File: src/rtl/hamming_scrub_ctrl_if.sv
// Datapath-facing signals of the scrub sequencer: counter enable out, capture/check status back in.
interface hamming_scrub_ctrl_if #(
    parameter int unsigned PARITY_BITS = 12
);
    logic                   cnt_enable;
    logic                   busy;
    logic                   error_detected;
    logic [PARITY_BITS-1:0] syndrome;

    modport master (
        output cnt_enable,
        input  busy,
        input  error_detected,
        input  syndrome
    );

    modport slave (
        input  cnt_enable,
        output busy,
        output error_detected,
        output syndrome
    );
endinterface

File: src/rtl/hamming_scrub_ctrl.sv
// Periodic scrub sequencer for the Hamming-protected counter: freezes the counter for parity
// capture/check, holds it while the correction loads back, and keeps error statistics.
module hamming_scrub_ctrl #(
    parameter int unsigned WIDTH        = 16,
    parameter int unsigned BLOCKS       = WIDTH / 4,
    parameter int unsigned PARITY_BITS  = BLOCKS * 3,
    parameter int unsigned PERIOD_W     = 16,
    parameter int unsigned CORR_HOLD    = 2,
    parameter int unsigned BUSY_TIMEOUT = 8,
    parameter int unsigned ERRCNT_W     = 8
) (
    input  logic                        clk,
    input  logic                        reset,
    input  logic                        run,
    input  logic [PERIOD_W-1:0]         scrub_period,
    input  logic                        force_scrub,
    input  logic                        clr_stats,
    hamming_scrub_ctrl_if.master        dp,
    output logic                        scrub_active,
    output logic                        scrub_done,
    output logic                        err_flag,
    output logic [ERRCNT_W-1:0]         err_count,
    output logic [BLOCKS-1:0]           blk_err_mask,
    output logic                        timeout_err
);

    localparam int unsigned HOLD_MAX = (BUSY_TIMEOUT > CORR_HOLD) ? BUSY_TIMEOUT : CORR_HOLD;
    localparam int unsigned HOLD_W   = $clog2(HOLD_MAX + 1);

    typedef enum logic [2:0] {
        StIdle,
        StRun,
        StFreeze,
        StWaitBusy,
        StCheck,
        StCorrect,
        StResume
    } state_e;

    state_e                state_q, state_d;
    logic [PERIOD_W-1:0]   period_cnt_q, period_cnt_d;
    logic [HOLD_W-1:0]     hold_cnt_q, hold_cnt_d;
    logic [ERRCNT_W-1:0]   err_count_q, err_count_d;
    logic [BLOCKS-1:0]     blk_err_mask_q, blk_err_mask_d;
    logic                  timeout_err_q, timeout_err_d;
    logic                  err_flag_q, err_flag_d;
    logic [BLOCKS-1:0]     syn_mask;
    logic                  period_hit;

    always_comb begin
        syn_mask = '0;
        for (int unsigned b = 0; b < BLOCKS; b++) begin
            syn_mask[b] = |dp.syndrome[b*3 +: 3];
        end
    end

    // A new scrub_period only matters when the running count equals it minus one.
    assign period_hit = (scrub_period != '0) &&
                        (period_cnt_q == (scrub_period - PERIOD_W'(1)));

    always_comb begin
        state_d        = state_q;
        period_cnt_d   = period_cnt_q;
        hold_cnt_d     = hold_cnt_q;
        err_count_d    = err_count_q;
        blk_err_mask_d = blk_err_mask_q;
        timeout_err_d  = timeout_err_q;
        err_flag_d     = 1'b0;

        unique case (state_q)
            StIdle: begin
                if (run) begin
                    state_d = StRun;
                end
            end
            StRun: begin
                period_cnt_d = period_cnt_q + PERIOD_W'(1);
                if (!run) begin
                    state_d      = StIdle;
                    period_cnt_d = '0;
                end else if (force_scrub || period_hit) begin
                    state_d      = StFreeze;
                    period_cnt_d = '0;
                end
            end
            StFreeze: begin
                state_d    = StWaitBusy;
                hold_cnt_d = '0;
            end
            StWaitBusy: begin
                if (dp.busy) begin
                    state_d = StCheck;
                end else if (hold_cnt_q == HOLD_W'(BUSY_TIMEOUT - 1)) begin
                    timeout_err_d = 1'b1;
                    state_d       = StResume;
                end else begin
                    hold_cnt_d = hold_cnt_q + HOLD_W'(1);
                end
            end
            StCheck: begin
                if (dp.error_detected) begin
                    blk_err_mask_d = syn_mask;
                    err_flag_d     = 1'b1;
                    if (err_count_q != '1) begin
                        err_count_d = err_count_q + ERRCNT_W'(1);
                    end
                    hold_cnt_d = '0;
                    state_d    = StCorrect;
                end else begin
                    state_d = StResume;
                end
            end
            StCorrect: begin
                if (hold_cnt_q == HOLD_W'(CORR_HOLD - 1)) begin
                    state_d = StResume;
                end else begin
                    hold_cnt_d = hold_cnt_q + HOLD_W'(1);
                end
            end
            StResume: begin
                state_d = run ? StRun : StIdle;
            end
            default: begin
                state_d = StIdle;
            end
        endcase

        if (clr_stats) begin
            err_count_d    = '0;
            timeout_err_d  = 1'b0;
            blk_err_mask_d = '0;
        end
    end

    always_ff @(posedge clk or negedge reset) begin
        if (!reset) begin
            state_q        <= StIdle;
            period_cnt_q   <= '0;
            hold_cnt_q     <= '0;
            err_count_q    <= '0;
            blk_err_mask_q <= '0;
            timeout_err_q  <= 1'b0;
            err_flag_q     <= 1'b0;
        end else begin
            state_q        <= state_d;
            period_cnt_q   <= period_cnt_d;
            hold_cnt_q     <= hold_cnt_d;
            err_count_q    <= err_count_d;
            blk_err_mask_q <= blk_err_mask_d;
            timeout_err_q  <= timeout_err_d;
            err_flag_q     <= err_flag_d;
        end
    end

    // Decoded from the state register so the datapath sees a clean, glitch-free enable.
    assign dp.cnt_enable  = (state_q == StRun);
    assign scrub_active   = (state_q == StFreeze) || (state_q == StWaitBusy) ||
                            (state_q == StCheck)  || (state_q == StCorrect);
    assign scrub_done     = (state_q == StResume);
    assign err_flag       = err_flag_q;
    assign err_count      = err_count_q;
    assign blk_err_mask   = blk_err_mask_q;
    assign timeout_err    = timeout_err_q;

endmodule

File: src/flat_wrapper.sv
// flat-port wrapper written by rule: the top's interface ports become plain ports
module hamming_scrub_ctrl_flat 
#(
    parameter int unsigned WIDTH        = 16,
    parameter int unsigned BLOCKS       = WIDTH / 4,
    parameter int unsigned PARITY_BITS  = BLOCKS * 3,
    parameter int unsigned PERIOD_W     = 16,
    parameter int unsigned CORR_HOLD    = 2,
    parameter int unsigned BUSY_TIMEOUT = 8,
    parameter int unsigned ERRCNT_W     = 8
)
  (clk, reset, run, scrub_period, force_scrub, clr_stats, scrub_active, scrub_done, err_flag, err_count, blk_err_mask, timeout_err, dp_cnt_enable, dp_busy, dp_error_detected, dp_syndrome);
  hamming_scrub_ctrl_if #(.PARITY_BITS(PARITY_BITS)) dp_i ();
  input  logic clk;
  input  logic reset;
  input  logic run;
  input  logic [PERIOD_W-1:0] scrub_period;
  input  logic force_scrub;
  input  logic clr_stats;
  output logic scrub_active;
  output logic scrub_done;
  output logic err_flag;
  output logic [ERRCNT_W-1:0] err_count;
  output logic [BLOCKS-1:0] blk_err_mask;
  output logic timeout_err;
  output wire logic [$bits(dp_i.cnt_enable)-1:0] dp_cnt_enable;
  input wire logic [$bits(dp_i.busy)-1:0] dp_busy;
  input wire logic [$bits(dp_i.error_detected)-1:0] dp_error_detected;
  input wire logic [$bits(dp_i.syndrome)-1:0] dp_syndrome;
  assign dp_cnt_enable = dp_i.cnt_enable;
  assign dp_i.busy = dp_busy;
  assign dp_i.error_detected = dp_error_detected;
  assign dp_i.syndrome = dp_syndrome;
  hamming_scrub_ctrl #(.WIDTH(WIDTH), .BLOCKS(BLOCKS), .PARITY_BITS(PARITY_BITS), .PERIOD_W(PERIOD_W), .CORR_HOLD(CORR_HOLD), .BUSY_TIMEOUT(BUSY_TIMEOUT), .ERRCNT_W(ERRCNT_W)) u_core (.clk(clk), .reset(reset), .run(run), .scrub_period(scrub_period), .force_scrub(force_scrub), .clr_stats(clr_stats), .dp(dp_i), .scrub_active(scrub_active), .scrub_done(scrub_done), .err_flag(err_flag), .err_count(err_count), .blk_err_mask(blk_err_mask), .timeout_err(timeout_err));
endmodule
File: config.mk
export PLATFORM = sky130hd
export DESIGN_NAME = hamming_scrub_ctrl_flat
export DESIGN_NICKNAME = d
export VERILOG_FILES = /design/src/rtl/hamming_scrub_ctrl_if.sv /design/src/rtl/hamming_scrub_ctrl.sv /design/src/flat_wrapper.sv
export SDC_FILE = /design/constraint.sdc
export NUM_CORES = 1
export LEC_CHECK = 0
export CAP_MARGIN = 0
export CELL_PAD_IN_SITES_DETAIL_PLACEMENT = 0
export CELL_PAD_IN_SITES_GLOBAL_PLACEMENT = 1
export CORE_MARGIN = 2
export CORE_UTILIZATION = 35
export CTS_CLUSTER_SIZE = 14
export DETAILED_ROUTE_END_ITERATION = 12
export GPL_ROUTABILITY_DRIVEN = 0
export MAX_ROUTING_LAYER = met4
export PLACE_DENSITY = 0.77
export SLEW_MARGIN = 20
export SYNTH_ARGS = -nofsm -noshare
export SYNTH_HDL_FRONTEND = slang
export SYNTH_SLANG_ARGS = --single-unit
File: constraint.sdc
create_clock -name clk -period 2.4 [get_ports clk]
set_input_delay 0.48 -clock clk [delete_from_list [all_inputs] [get_ports clk]]
set_output_delay 0.48 -clock clk [all_outputs]
set_load 0.01 [all_outputs]
==> run_results.csv <==
group,metric,value,unit
critical_path,startpoint_type,"input pin",
floorplanning,die_h,90.7,um
power,p_leak,0.00165,uW
floorplanning,core,7250,sq um
global_route,antenna_found_initial,0,
sta,setup_viol,18,
finish,nFillCells,689,
status,violations,"setup timing",
floorplanning,design.die.area,8230,sq um
finish,syn_to_final_growth,43.0,%
sta,finalCriticalPeriod,2.63,ns
status,status,"complete, but fails checks",
route,ant_nets,0,
sta,worst_pin_slew,0.595,ns
route,dr.pass1.iters,4,
clock_tree,cts_root_buf,"clkbuf_8",
synthesis,synth_cell_types,55,
sta,slew_violations,0,
finish,drive_gt1_frac,0.218,
finish,fin_util,0.519,
worst_hold_path,hp-start,"u_core.timeout_err",
critical_path,required,2.58,ns
finish,diodes,0,
clock_tree,cts_tree,"built",
route,drc,0,
place,dp_hpwl,4950,um
place,place_inst,478,
synthesis,yosysTopAreaCell,"dfrtp_1",
route,totalWireLength,6790,um
synthesis,netlist_area,2630,sq um
synthesis,avgSynthCellArea,8.57,sq um
power,peakVddDrop,0.441,mV
global_route,grt_usage,0.177,
finish,multi_input_area,1680,sq um
floorplanning,rows,31,
synthesis,synth_edf_count,0,
clock_tree,postCtsHoldBufs,0,
global_route,gr-total-overflow,0,
sta,hold_violations,0,
critical_path,cp-end-kind,"register",
synthesis,synth_nets,347,
worst_hold_path,hold_path_class,"register to register",
critical_path,crit_slowest_cell,"a222oi_1",
clock_tree,cts_max_level,2,
sta,finalClockSkew,0.00326,ns
floorplanning,boundaryPins,52,
sta,fmax,381,MHz
global_route,grt_pass1_vias,2592,
critical_path,cp_cell_sequence,"clkdlybuf4s15_2 -> or3_4 -> or3_1 -> a21o_1 -> a222oi_1 -> nand4_1 -> o21ai_4 -> buf_6 -> nor2_2 -> a211o_1",
sta,maxSlewHeadroom,0.603,
global_route,grt_max_degree,38,
clock_tree,clock_latency,0.29,ns
route,vias_per_cell,5.18,
critical_path,crit_path_max_fanout,8,
power,p_per_area,596,nW/um^2
critical_path,crit_start,"scrub_period[3]",
route,drt_iter0_drc,98,
floorplanning,start_util,0.363,
global_route,grt_pass1_wl,11900,um
finish,layout_common_cells,"buf_4 (41), clkdlybuf4s50_1 (38), dfrtp_1 (37), nor2_1 (28), nand2_1 (19)",
critical_path,worstSetupPathType,"input pin to register",
synthesis,synth_area_leaders,"dfrtp_1 (35%), nor2_1 (4.9%), xor2_1 (4.7%), xnor2_1 (4.0%), o21ai_0 (3.4%)",
place,placement.io_buffers,51,
critical_path,cp_slowest_stage_delay,0.37,ns
synthesis,syn_inst,307,
synthesis,synth_top_area_frac,0.352,
sta,post-route-period-util,1.09,
sta,rsz0062_at_grt,"yes",
clock_tree,clock-sinks,37,
floorplanning,die_x,90.7,um
synthesis,synth-seq-cells,37,
clock_tree,clk_path_buf_depth,2,
finish,seqCellArea,926,sq um
finish,fin_nets,434,
route,num_vias,2557,
flow_run,max-cap-violations,0,
finish,layout_commonest_cell,"buf_4",
finish,stdcell_count,494,
sta,worst_slack,-0.228,ns
critical_path,arrival,2.81,ns
critical_path,r2r-start,"u_core.period_cnt_q[6]",
synthesis,ys_seq_area_frac,0.352,
clock_tree,clk_pin_slew,0.08,ns
route,wire_per_inst,13.7,um
synthesis,async_flop_share,1.00,
clock_tree,cts_buffers,5,
synthesis,synth_ff_type,"dfrtp_1",
synthesis,yosysWarnings,0,
## registers in the layout (all words and copies together), names as in the netlist
name	count
u_core.err_count	8
u_core.err_flag	1
u_core.timeout_err	1
u_core.blk_err_mask	4
u_core.period_cnt_q	16
u_core.state_q	3
u_core.hold_cnt_q	4
## path summary, 6_finish.rpt
| kind | cells past startpoint | slack [ns] | end |
|---|---|---|---|
| worst max register to register | 9 | -0.22 | u_core.period_cnt_q[10] |
| max in group asynchronous | 2 | 1.46 | u_core.err_count[7] |
| min in group asynchronous | 2 | 0.60 | u_core.err_count[0] |
| worst min-delay path | 2 | 0.51 | u_core.timeout_err |
| worst min register to register | 2 | 0.51 | u_core.timeout_err |
| worst max-delay path | 10 | -0.23 | u_core.period_cnt_q[10] |
## critical path, delay by kind of cell
kind            cells  cell delay (ns)
compound gates      4             1.03
simple gates        4             0.90
buf+inv             2             0.38
## per-layer routing
metal,part of all wire,vias up,track usage
li1,-,1287,-
met1,0.47,1197,0.225
met2,0.47,62,0.288
met3,0.039,11,0.0334
met4,0.020,0,0.0500
met5,0,-,-
## stage by stage
step                power [uW]  instance area (sq um)  worst slack [ns]  hold WS, ns  TNS (ns)
floorplan                 1290                   2690            -0.367        0.184     -5.74
CTS                       2260                   3740            -0.256        0.518     -3.51
global route              2400                   3760            -0.347        0.588     -5.14
detailed placement        1640                   3510             -1.06        0.491    -17.95
finish                    2240                   3760            -0.228        0.513     -3.01
global placement          1630                   3510             -1.01        0.488    -16.98
## kinds of logic (layout without fill, tap and decap cells)
kind of cell	count (synthesis)	count (layout)	synth area share
muxes	5	5	0.0195
and+or+nand+nor	142	142	0.299
xor gates and xnor gates	26	26	0.0865
adders and majority gates	5	5	0.0238
AOI/OAI and AO/OA	67	67	0.176
DFF	37	37	0.352
buffers and inverters	25	113	0.0433
## timing repair
item / 4_1_cts / 5_1_grt
setup buffers: 7 / 0
gates cloned: 1 / 0
resized for setup: 67 / 7
setup endpoints to repair: 18 / 18
pin swaps: 23 / 5
## cells in the mapped netlist (all sizes together) (8+ instances only)
cell type,number
a21o,9
nor2,34
xnor2,12
nor3,17
and3,10
o21ai,20
nand3,14
xor2,14
dfrtp,37
clkbuf,10
inv,8
nand2b,9
nand2,19
## report_power, final
part	switching, uW	internal (uW)	leakage, uW
Clock	232	339	0.0000585
Sequential	121	699	0.000506
Combinational	416	435	0.00108
## cell type report
type                            instances  share of cell area
Multi-Input combinational cell        245               0.447
Sequential cell                        37               0.246
Timing Repair Buffer                   97               0.231
Tap cell                               99              0.0329
Clock buffer                            7              0.0229
Inverter                                8              0.0126
Clock inverter                          1             0.00798
Note: power is estimated with default switching activity, not from simulation.
==> patch: new RTL, config.mk and constraints unchanged <==
Remove the register `err_flag_q`: a continuous assignment takes its place, so the output `err_flag` follows one clock earlier.
--- a/src/rtl/hamming_scrub_ctrl.sv
+++ b/src/rtl/hamming_scrub_ctrl.sv
@@ -141,5 +141,4 @@
             blk_err_mask_q <= '0;
             timeout_err_q  <= 1'b0;
-            err_flag_q     <= 1'b0;
         end else begin
             state_q        <= state_d;
@@ -149,7 +148,8 @@
             blk_err_mask_q <= blk_err_mask_d;
             timeout_err_q  <= timeout_err_d;
-            err_flag_q     <= err_flag_d;
         end
     end
+
+    assign err_flag_q = err_flag_d;
 
     // Decoded from the state register so the datapath sees a clean, glitch-free enable.
Check against the original RTL: not equivalent (a bounded check fails within 10 cycles, from zero or initial values and one cycle with reset low).
==> patch against the unedited design <==
The flow still finishes with violations (setup timing). Power grew 2.4%. Cell count grew 1.2%. Worst setup slack lost 0.16 ns. Non-clock buffer count grew 7. Area after synthesis shrank 0.95%. Sequential cell count shrank 1. Routed wire length grew 4.9%. Die area shrank 0.91%. Design area grew 4.6%. Critical path type unchanged. Critical endpoint is now u_core.period_cnt_q[12].
==> patch: results (changes against the unedited design) <==
- Crit path from: scrub_period[0]
- Port Buffers: 51 (unchanged)
- DR iter-0 viols: 135 (+38%)
- Number of global-route vias before repair: 2484 (-4.2%)
- P_clk: 530 uW (-7.2%)
- Slowest cell on the critical path: or4b_4
- Outcome: complete, but fails checks
- CTS buffer count: 5 (unchanged)
- Skew final: 0.00563 ns (+0.00237 ns)
- Yosys cell types: 55 (unchanged)
- Final HPWL DP: 4900 um (-1.0%)
- DR vias: 2587 (+1.2%)
- WL final: 7120 um (+4.9%)
- # nets final: 440 (+1.4%)
- Mux cell area share after synthesis: 0.0197 (+0.000187)
- WL/cell: 14.2 um (+3.6%)
- Setup_tns: -6.18 ns (-3.17 ns)
- Crit path setup slack, layout: -0.386 ns (-0.159 ns)
- Synth top cells by count: dfrtp_1 (36), nor2_1 (34), nand2_1 (19)
- All-Layer GR Usage: 0.185 (+0.00821)
- Drt first pass iters: 4 (unchanged)
- Switch Pwr: 802 uW (+4.2%)
- Peak VDD IR: 0.454 mV (+2.9%)
- Logic power comb: 974 uW (+14%)
- Syn Inst Count: 306 (-0.33%)
- Post-synthesis sequential area ratio: 0.346 (-0.00622)
- Crit path DAT: 2.96 ns (+0.15 ns)
- Number of flip-flops in the largest register: 16 (unchanged)
- Initial antenna violation count: 0 (unchanged)
- Slew @ Worst Pin: 0.463 ns (-0.132 ns)
- LEAKAGE: 1.72 nW (+4.3%)
- Pre-CTS setup slack: -1.04 ns (+0.0238 ns)
- Crit path largest cell delay: 0.50 ns (+0.13 ns)
- Top post-synthesis cells by area: dfrtp_1 (35%), nor2_1 (4.9%), xor2_1 (4.7%), xnor2_1 (4.0%), o21ai_0 (3.5%)
- Placed insts: 478 (unchanged)
- Net Count, Synth: 346 (-0.29%)
- Failing checks: setup timing
- Comb pwr share: 0.424 (+0.044)
- Area post-placement: 3500 sq um (-0.14%)
- Share of layout cells above drive strength 1: 0.262 (+0.0441)
- First-pass GRT wire length: 12200 um (+2.4%)
- Root Buffer: clkbuf_8
- Maximum number of pins on one net before global-route repair: 37 (-2.6%)
- Compound-Gate Fraction of Synth Area: 0.178 (+0.00169)
- Synth Area in Adders: 0.0240 (+0.000228)
- XOR/XNOR share of the synthesized area: 0.0874 (+0.000831)
- Hold_sp: u_core.timeout_err
- Final setup fails: 18 (unchanged)
-- patch: cell count changes in the layout (fill, tap and decap cells not counted), moves of 3 or more --
cell,before,now
o21ai_1,9,1
o21ai_2,1,6
buf_12,0,4
buf_4,41,45
nor2_1,28,32
nor2_2,6,2
nor3b_1,6,2
nor3b_2,1,4
o21ai_0,9,12
-- patch: timing repair --
item / 4_1_cts / 5_1_grt
resized for setup: 51 / 30
endpoints found under the setup margin: 19 / 18
gates cloned: 3 / 0
pin swaps: 18 / 18
setup buffers: 7 / 5
-- patch: layer usage --
| layer | vias to the layer above | share of wire | routed length [um] | track usage |
|---|---|---|---|---|
| li1 | 1301 | - | - | - |
| met1 | 1216 | 0.45 | 3220 | 0.228 |
| met2 | 60 | 0.50 | 3530 | 0.310 |
| met3 | 10 | 0.040 | 284 | 0.0401 |
| met4 | 0 | 0.012 | 83 | 0.0487 |
| met5 | - | 0 | 0 | - |
-- patch: area by class of cell --
| type | instances | area, sq um |
|---|---|---|
| repair buffers | 104 | 987 |
| clock buffers | 6 | 72.6 |
| flip-flops and latches | 36 | 901 |
| multi-input cells | 245 | 1770 |
| inverters | 8 | 47.5 |
| well taps | 99 | 124 |
| fillers | 694 | 3280 |
| clock inverters | 2 | 35.0 |
-- patch: path summary, 6_finish.rpt --
kind	endpoint	slack, ns	cells past startpoint
min in group asynchronous	u_core.err_count[0]	0.61	2
max	u_core.period_cnt_q[12]	-0.39	11
min reg2reg	u_core.timeout_err	0.52	2
max reg2reg	u_core.period_cnt_q[12]	-0.36	10
max in group asynchronous	u_core.period_cnt_q[8]	1.47	2
min	u_core.timeout_err	0.52	2
